--- src/rtl/fifo_sram_pkg.sv ---
// Definitions shared by the fifo_sram family: default word width and the
// beat-to-bit-offset mapping used when slicing a FIFO word into narrower beats.
package fifo_sram_pkg;

  localparam int FIFO_DEF_WIDTH = 128;

  // Bit offset of the given beat inside a word of `ratio` beats, each `width` bits wide.
  function automatic int unsigned slice_idx(input int unsigned beat,
                                            input bit          lsb_first,
                                            input int unsigned ratio,
                                            input int unsigned width);
    return lsb_first ? beat * width : (ratio - 1 - beat) * width;
  endfunction

endpackage

--- src/rtl/fifo_rd_downsizer.sv ---
// Read-side consumer for fifo_sram: pops one wide word and replays it as
// IN_WIDTH/OUT_WIDTH narrow beats on a valid/ready stream, one beat per clock.
module fifo_rd_downsizer
  import fifo_sram_pkg::*;
#(
  parameter int IN_WIDTH  = FIFO_DEF_WIDTH,
  parameter int OUT_WIDTH = 32,
  parameter bit LSB_FIRST = 1'b1
) (
  input  logic                 clk,
  input  logic                 rstb,
  input  logic [IN_WIDTH-1:0]  fifo_rd_data,
  input  logic                 fifo_rd_empty,
  output logic                 fifo_rd_en,
  output logic [OUT_WIDTH-1:0] out_data,
  output logic                 out_valid,
  input  logic                 out_ready,
  output logic                 out_last,
  output logic                 busy
);

  localparam int RATIO = IN_WIDTH / OUT_WIDTH;
  localparam int CNT_W = (RATIO > 1) ? $clog2(RATIO) : 1;
  localparam int OFF_W = (IN_WIDTH > 1) ? $clog2(IN_WIDTH) : 1;
  localparam logic [CNT_W-1:0] LAST_BEAT = CNT_W'(RATIO - 1);

  if (IN_WIDTH % OUT_WIDTH != 0) begin : g_width_chk
    $error("fifo_rd_downsizer: IN_WIDTH must be a multiple of OUT_WIDTH");
  end

  logic                hold_vld_q, hold_vld_d;
  logic [CNT_W-1:0]    beat_q, beat_d;
  logic [IN_WIDTH-1:0] hold_q, hold_d;
  logic                acc, done;
  logic [OFF_W-1:0]    slice_off;

  assign acc  = hold_vld_q & out_ready;
  assign done = acc & (beat_q == LAST_BEAT);

  // The pop is gated by rstb so nothing is consumed while the block is held in reset.
  assign fifo_rd_en = rstb & ~fifo_rd_empty & (~hold_vld_q | done);

  assign slice_off = OFF_W'(slice_idx(32'(beat_q), LSB_FIRST, RATIO, OUT_WIDTH));
  assign out_data  = hold_q[slice_off +: OUT_WIDTH];
  assign out_valid = hold_vld_q;
  assign out_last  = hold_vld_q & (beat_q == LAST_BEAT);
  assign busy      = hold_vld_q;

  always_comb begin
    // NOTE: every variable gets its hold value first so no path can infer a latch.
    hold_vld_d = hold_vld_q;
    beat_d     = beat_q;
    hold_d     = hold_q;
    if (fifo_rd_en) begin
      hold_d     = fifo_rd_data;
      hold_vld_d = 1'b1;
      beat_d     = '0;
    end else if (done) begin
      hold_vld_d = 1'b0;
      beat_d     = '0;
    end else if (acc) begin
      beat_d = beat_q + CNT_W'(1);
    end
  end

  always_ff @(posedge clk or negedge rstb) begin
    if (!rstb) begin
      hold_vld_q <= 1'b0;
      beat_q     <= '0;
      // NOTE: the word register is reset too, so out_data reads zero after reset.
      hold_q     <= '0;
    end else begin
      // NOTE: non-blocking assignments keep all state updates on the same edge.
      hold_vld_q <= hold_vld_d;
      beat_q     <= beat_d;
      hold_q     <= hold_d;
    end
  end

  a_no_pop_when_empty: assert property (@(posedge clk) disable iff (!rstb)
    fifo_rd_en |-> !fifo_rd_empty);

  a_stall_stable: assert property (@(posedge clk) disable iff (!rstb)
    (out_valid && !out_ready) |=> $stable({out_data, out_last}));

endmodule

--- config.mk ---
export PLATFORM = sky130hd
export DESIGN_NAME = fifo_rd_downsizer
export DESIGN_NICKNAME = d
export VERILOG_FILES = /design/src/rtl/fifo_sram_pkg.sv /design/src/rtl/fifo_rd_downsizer.sv
export SDC_FILE = /design/constraint.sdc
export NUM_CORES = 1
export LEC_CHECK = 0
export BUFFER_PORTS_ARGS = -buffer_cell sky130_fd_sc_hd__buf_4
export CAP_MARGIN = 20
export CORE_MARGIN = 8
export CORE_UTILIZATION = 57
export CTS_CLUSTER_DIAMETER = 100
export DETAILED_ROUTE_END_ITERATION = 10
export PLACE_DENSITY = 0.92
export SYNTH_ARGS = -nofsm -noshare
export SYNTH_HDL_FRONTEND = slang
export SYNTH_SLANG_ARGS = --single-unit
--- constraint.sdc ---
create_clock -name clk -period 2.7 [get_ports clk]
set_input_delay 0.405 -clock clk [delete_from_list [all_inputs] [get_ports clk]]
set_output_delay 0.405 -clock clk [all_outputs]
set_load 0.02 [all_outputs]
==> results.tsv, run 1 <==
stage	metric	value	unit
outcome	run_status	finished clean	
clocking	number_of_buffers_added_by_the_clock_tree_synthesis_step	17	
routing	via_count	3519	
worst_setup_path	ff2ff_setup_slack	720	ps
routing	wl	14100	um
yosys	count_of_cell_types_in_the_netlist	22	
floorplanning	design.core.area	10800	sq um
floorplanning	dieArea	14600	sq um
pwr	p_clk_share	20.2	%
cells_and_area	final_layout_size_suffix_gt1_share	71.8	%
pwr	p_comb_share	45.1	%
placed_design	place.gp.congestion	0.761	
yosys	ys_warn_count	0	
timing	fin_crit_sh	91.8	%
yosys	synth_area_leader_cell	dfrtp_1	
yosys	syn-cell-area	6260	sq um
placed_design	detailed_place_hpwl	9540	um
grt	antenna_violations_before_repair	0	
clocking	htree_levels	4	
yosys	synthesis.area_per_instance	19.0	sq um
yosys	postSynth.asyncResetShare	100	%
timing	fin_ws	221	ps
placed_design	worst_slack_after_detailed_placement	728	ps
clocking	clk_root_buffer_cell	clkbuf_8	
placed_design	numPlacedInstances	619	
worst_hold_path	worst_hold_path_type	in -> async	
yosys	synthDominantCellAreaShare	52.4	%
cells_and_area	number_of_antenna_cells_inserted	0	
floorplanning	floorplan.die.width	121	um
yosys	yosys-top-cells-area	dfrtp_1 52%, mux2_4 26%, mux4_2 12%	
grt	grt_pass1_vias	4218	
routing	wl_per_cell	21.7	um
routing	drt-initial-drc-count	189	
yosys	sequential_element_share_of_the_synthesized_area	52.4	%
pwr	power_switching_share	31.1	%
clocking	cts-resized-gates	0	
clocking	postCtsHoldBufs	0	
worst_setup_path	worst-r2r-cell-count	5	
clocking	clockBufferDepth	2	
timing	timing.slew.headroom	41.6	%
yosys	synth_enable_flop_cells	0	
worst_setup_path	endpoint_kind	output pin	
grt	largest_net_degree_at_the_start_of_global_routing	78	
worst_setup_path	critical_path_required	2300	ps
routing	drt_pre_antenna_iters	4	
placed_design	placement.io_buffers	167	
clocking	clkSinkCount	131	
cells_and_area	fin_nets	631	
worst_setup_path	worst_setup_path_start_kind	flop	
run	drv_cap	0	
worst_setup_path	arrival	2070	ps
routing	final_antenna_net_count	0	
yosys	syn_inst	329	
pwr	cell_internal_pwr	7.04	mW
grt	overflow	0	
pwr	max-vdd-ir-drop	775	uV
pwr	leakagePower	3.75	nW
routing	drc_errors	0	
cells_and_area	core_utilization_of_the_finished_layout	74.2	%
cells_and_area	final_cell_mix	170 x buf_4, 129 x dfrtp_1, 109 x mux2_4	
timing	final.setup.tns	0	ps
timing	max_fclk	403	MHz
worst_setup_path	worstPathMaxFanout	52	
timing	timing_hold_violations_final	0	
cells_and_area	layoutNonFillerInstCount	650	
timing	tightest_slew	876	ps
pwr	totalPowerFinal	10.2	mW
grt	global_router_s_overall_resource_usage	20.6	%
floorplanning	chipHeight	121	um
pwr	power.net_switching	3.18	mW
routing	vias_per_cell	5.41	
pwr	cellPowerDensity	1280	nW/um^2
worst_setup_path	worstSetupPathType	reg -> out	
yosys	syn_nets	462	
timing	unrepaired_setup_endpoints_after_global_routing	false	
yosys	synth-main-ff-cell	dfrtp_1	
grt	wire_length_of_the_first_global_routing_pass	23100	um
floorplanning	ios	168	
timing	layout_min_cycle_time	2480	ps
clocking	cts_tree	built	
timing	slew_viol_final	0	
cells_and_area	final.fill_count	648	
floorplanning	fp-row-count	38	
timing	fin_skew	6.90	ps
clocking	cts_setup_buffers	0	
cells_and_area	area.growth.synth_to_final	27.9	%
floorplanning	start_util	58.0	%
pwr	power.sequential.fraction	34.7	%
timing	report.final.setup_viol	0	
yosys	yosys_register_bits	131	
clocking	clock_insertion_delay_worst_skew	520	ps
clocking	clkTransAtPathRegs	60	ps
cells_and_area	commonest_non_fill_non_tap_cell_in_the_layout	buf_4	
final timing paths:
path / from / end
worst max-delay path: beat_q[0]$_DFFE_PN0P_ / fifo_rd_en
worst min-delay path: rstb / hold_q[126]$_DFFE_PN0P_
worst max register to register: beat_q[0]$_DFFE_PN0P_ / hold_q[110]$_DFFE_PN0P_
worst min register to register: hold_q[117]$_DFFE_PN0P_ / hold_q[117]$_DFFE_PN0P_
max in group asynchronous: rstb / beat_q[1]$_DFFE_PN0P_
min in group clk: fifo_rd_data[21] / hold_q[21]$_DFFE_PN0P_
cells by family (layout without fill, tap and decap cells):
group / Yosys count / after routing / share of synthesized area, %
AOI/OAI and AO/OA: 5 / 5 / 0.700
and+or+nand+nor: 8 / 8 / 0.660
DFF: 131 / 131 / 52.4
adders and majority gates: 1 / 1 / 0.200
buffers and inverters: 24 / 205 / 4.98
muxes: 160 / 160 / 41.1
synthesized netlist by cell type, drive strengths merged (2+ instances only):
cell and n:
o211ai 2, mux2 128, buf 22, nand2 4, dfrtp 131, mux4 32
power by group through the flow:
| stage | logic (mW) | registers (mW) | clock network, mW |
|---|---|---|---|
| after floorplan | 3.44 | 3.33 | 0 |
| after global placement | 4.52 | 3.44 | 0 |
| after detailed placement | 4.62 | 3.54 | 0 |
| after CTS | 4.68 | 3.55 | 2.11 |
| after global routing | 4.88 | 3.66 | 2.20 |
| final | 4.61 | 3.55 | 2.06 |
registers in the layout, indices dropped and copies added (netlist names):
register and cells:
beat_q 2, busy 1, hold_q 128
area by class of cell:
| type | instances | area (sq um) | share of cell area, % |
|---|---|---|---|
| flip-flops and latches | 131 | 3280 | 41.0 |
| multi-input cells | 174 | 2670 | 33.3 |
| repair buffers | 173 | 1340 | 16.7 |
| clock buffers | 27 | 522 | 6.52 |
| well taps | 140 | 175 | 2.19 |
| clock inverters | 4 | 20.0 | 0.250 |
| inverters | 1 | 3.75 | 0.0469 |
per-layer routing:
| layer | part of all wire [%] | GRT usage, % |
|---|---|---|
| met1 | 41 | 25.0 |
| met2 | 50 | 33.1 |
| met3 | 7.6 | 7.65 |
| met4 | 1.5 | 7.18 |
| met5 | 0 | 0 |
critical path, stage by stage (launching register included):
cell,delay (ps)
dfrtp_2,390
ha_1,240
nand2_2,100
a21oi_4,220
buf_12,360
buf_4,220
through the flow:
stage | hold WS (ps) | instance area, sq um
floorplan | 109 | 6260
global placement | 485 | 7460
detailed placement | 490 | 7460
CTS | 83.4 | 8010
global route | 91.0 | 8010
finish | 79.1 | 8010
No activity file was read; power rests on OpenSTA's default activity.
==> run 2, diff against run 1 <==
- ABC_AREA: default -> 1
- CORE_UTILIZATION: 57 -> 56
- PLACE_DENSITY: 0.92 -> 0.91
==> results.tsv, run 2 <==
stage	metric	value	unit	change
outcome	run_status	finished clean		unchanged
pwr	power_switching_share	39.8	%	was 31.1%
yosys	yosys-top-cells-area	dfrtp_1 56%, nand2_1 25%, o21ai_0 5.6%		was dfrtp_1 52%, mux2_4 26%, mux4_2 12%
pwr	cellPowerDensity	1250	nW/um^2	was 1280 nW/um^2
yosys	syn-cell-area	5840	sq um	was 6260 sq um
floorplanning	ios	168		unchanged
clocking	clkSinkCount	131		unchanged
yosys	cell_with_the_most_instances_after_synthesis	nand2_1		was dfrtp_1
yosys	synth-main-ff-cell	dfrtp_1		unchanged
cells_and_area	commonest_non_fill_non_tap_cell_in_the_layout	nand2_1		was buf_4
cells_and_area	final_layout_size_suffix_gt1_share	23.5	%	was 71.8%
timing	timing.hold.ws	5.76	ps	was 79.1 ps
grt	grt_pass1_vias	5504		was 4218
cells_and_area	top_register	hold_q		unchanged
run	drv_cap	0		unchanged
routing	wl	16300	um	was 14100 um
clocking	cts_setup_buffers	0		unchanged
floorplanning	fp-row-count	37		was 38
worst_setup_path	worstPathMaxFanout	21		was 52
yosys	synth_area_leader_cell	dfrtp_1		unchanged
grt	overflow	0		unchanged
yosys	count_of_cell_types_in_the_netlist	13		was 22
yosys	synthesis.area_per_instance	7.82	sq um	was 19.0 sq um
clocking	htree_levels	4		unchanged
pwr	p_comb_share	41.2	%	was 45.1%
yosys	ys_warn_count	0		unchanged
pwr	leakagePower	4.19	nW	was 3.75 nW
yosys	postSynth.asyncResetShare	100	%	unchanged
clocking	number_of_buffers_added_by_the_clock_tree_synthesis_step	17		unchanged
yosys	syn_inst	747		was 329
floorplanning	design.core.area	10200	sq um	was 10800 sq um
worst_setup_path	endpoint_kind	output pin		unchanged
cells_and_area	layoutNonFillerInstCount	1044		was 650
pwr	max-vdd-ir-drop	803	uV	was 775 uV
yosys	synthDominantCellAreaShare	56.1	%	was 52.4%
pwr	power.sequential.fraction	35.7	%	was 34.7%
timing	tightest_slew	711	ps	was 876 ps
floorplanning	floorplan.die.width	118	um	was 121 um
cells_and_area	final_cell_mix	390 x nand2_1, 174 x buf_4, 130 x dfrtp_1		was 170 x buf_4, 129 x dfrtp_1, 109 x mux2_4
clocking	clockBufferDepth	2		unchanged
worst_setup_path	worstSetupPathType	reg -> out		unchanged
routing	wl_per_cell	15.6	um	was 21.7 um
clocking	cts_tree	built		unchanged
yosys	sequential_element_share_of_the_synthesized_area	56.1	%	was 52.4%
grt	largest_net_degree_at_the_start_of_global_routing	133		was 78
worst_setup_path	crit_path_max_incr_delay	510	ps	was 390 ps
clocking	clkTransAtPathRegs	60	ps	about the same
clocking	clock_insertion_delay_worst_skew	520	ps	about the same
placed_design	place.gp.congestion	0.808		was 0.761
routing	via_count	5451		was 3519
pwr	p_clk_share	23.1	%	was 20.2%
cells_and_area	number_of_antenna_cells_inserted	0		unchanged
routing	drt_pre_antenna_iters	5		was 4
cells_and_area	largest_reg_flops	128		unchanged
floorplanning	chipHeight	118	um	was 121 um
worst_setup_path	path_cells	inv_1 > buf_12 > o21ai_0 > o22ai_1 > buf_4		was ha_1 > nand2_2 > a21oi_4 > buf_12 > buf_4
yosys	leading_post_synthesis_cells_by_instance_count	391 x nand2_1, 131 x dfrtp_1, 65 x nor2_1, 65 x o21ai_0, 32 x o22ai_1		was 131 x dfrtp_1, 109 x mux2_4, 32 x mux4_2
timing	report.final.setup_viol	0		unchanged
cells_and_area	fin_nets	1028		was 631
worst_hold_path	worst_hold_path_type	in -> async		unchanged
cells_and_area	area.growth.synth_to_final	32.3	%	was 27.9%
grt	global_router_s_overall_resource_usage	23.7	%	was 20.6%
worst_setup_path	worst_setup_path_start_kind	flop		unchanged
routing	drt-initial-drc-count	508		was 189
yosys	synth_enable_flop_cells	0		unchanged
floorplanning	start_util	57.1	%	was 58.0%
timing	timing_hold_violations_final	0		unchanged
routing	final_antenna_net_count	0		unchanged
timing	max_fclk	394	MHz	was 403 MHz
worst_setup_path	critical_path_required	2300	ps	about the same
timing	fin_crit_sh	94.0	%	was 91.8%
timing	unrepaired_setup_endpoints_after_global_routing	false		unchanged
timing	layout_min_cycle_time	2540	ps	was 2480 ps
timing	timing.slew.headroom	52.6	%	was 41.6%
timing	slew_viol_final	0		unchanged
yosys	syn_nets	880		was 462
routing	vias_per_cell	5.22		was 5.41
clocking	clk_root_buffer_cell	clkbuf_8		unchanged
worst_setup_path	slowest_stage	dfrtp_1		was dfrtp_2
timing	final.setup.tns	0	ps	unchanged
floorplanning	dieArea	14000	sq um	was 14600 sq um
routing	drc_errors	0		unchanged
timing	fin_skew	14.0	ps	was 6.90 ps
placed_design	detailed_place_hpwl	10400	um	was 9540 um
grt	wire_length_of_the_first_global_routing_pass	27000	um	was 23100 um
pwr	cell_internal_pwr	5.84	mW	was 7.04 mW
yosys	yosys_register_bits	131		unchanged
worst_setup_path	arrival	2130	ps	was 2070 ps
pwr	power.net_switching	3.86	mW	was 3.18 mW
placed_design	placement.io_buffers	167		unchanged
grt	antenna_violations_before_repair	0		unchanged
placed_design	numPlacedInstances	1012		was 619
-- run 2: cell count changes after synthesis, sizes merged, moves of 11 or more --
cell    delta
nor2      +64
o22ai     +32
mux4      -32
buf       +11
nand2    +387
mux2     -128
o21ai     +64
clkbuf    +15
-- run 2: final cells by class --
class | instances | area [sq um]
Sequential cell | 131 | 3280
Fill cell | 755 | 2500
Multi-Input combinational cell | 559 | 2280
Clock inverter | 13 | 149
Clock buffer | 19 | 432
Timing Repair Buffer | 178 | 1390
Inverter | 8 | 32.5
Tap cell | 136 | 170
-- run 2: timing repair --
item                                   CTS  global route
hold buffers                             0             0
endpoints found under the hold margin    0             0
setup endpoints to repair                0            17
gates resized for setup                  0             1
-- run 2: kinds of logic after synthesis --
logic type      Yosys count  synth area share [%]
buf+inv                  57                  4.97
compound gates           97                  8.99
simple gates            461                  29.7
fa+ha+maj                 1                 0.214
flops                   131                  56.1
-- run 2: power groups by stage --
stage	registers (mW)	logic [mW]	clock network, mW
CTS	3.46	4.03	2.26
detailed placement	3.45	3.97	0
floorplan	3.26	2.61	0
finish	3.47	3.99	2.24
global placement	3.43	3.87	0
global route	3.58	4.44	2.36
-- run 2: path summary, 6_finish.rpt --
check                                              end                    from  cells past startpoint  slack [ps]
worst max-delay path                      out_data[21]   beat_q[1]$_DFFE_PN0P_                      5         160
worst min-delay path            hold_q[97]$_DFFE_PN0P_                    rstb                      2           6
worst max register to register  hold_q[21]$_DFFE_PN0P_   beat_q[0]$_DFFE_PN0P_                      7         730
worst min register to register  hold_q[35]$_DFFE_PN0P_  hold_q[35]$_DFFE_PN0P_                      2         470
max in group asynchronous        beat_q[0]$_DFFE_PN0P_                    rstb                      2        2060
min in group clk                hold_q[77]$_DFFE_PN0P_        fifo_rd_data[77]                      3          80
-- run 2: critical path, delay by kind of cell, from the launching register on --
| family | cells | cell delay [ps] |
|---|---|---|
| buffers and inverters | 3 | 800 |
| flip-flops | 1 | 510 |
| AO/OA/AOI/OAI | 2 | 300 |
-- run 2: stage by stage --
| step | power, mW | area [sq um] | util, % | setup WS, ps |
|---|---|---|---|---|
| 2_1_floorplan | 5.87 | 5840 | - | 932 |
| 6_report | 9.70 | 7730 | 75.6 | 161 |
| 3_5_place_dp | 7.42 | 7150 | 69.9 | 622 |
| 3_3_place_gp | 7.30 | 7150 | 69.9 | 665 |
| 4_1_cts | 9.75 | 7730 | 75.6 | 21.6 |
| 5_1_grt | 10.4 | 7730 | 75.6 | 40.0 |
-- run 2: metal layers --
layer,GRT usage (%),vias to the layer above,share of wire (%)
met4,8.33,0,2.4
met1,29.8,2565,42
li1,-,2653,-
met2,37.9,200,49
met3,7.33,33,7.2
met5,0,-,0
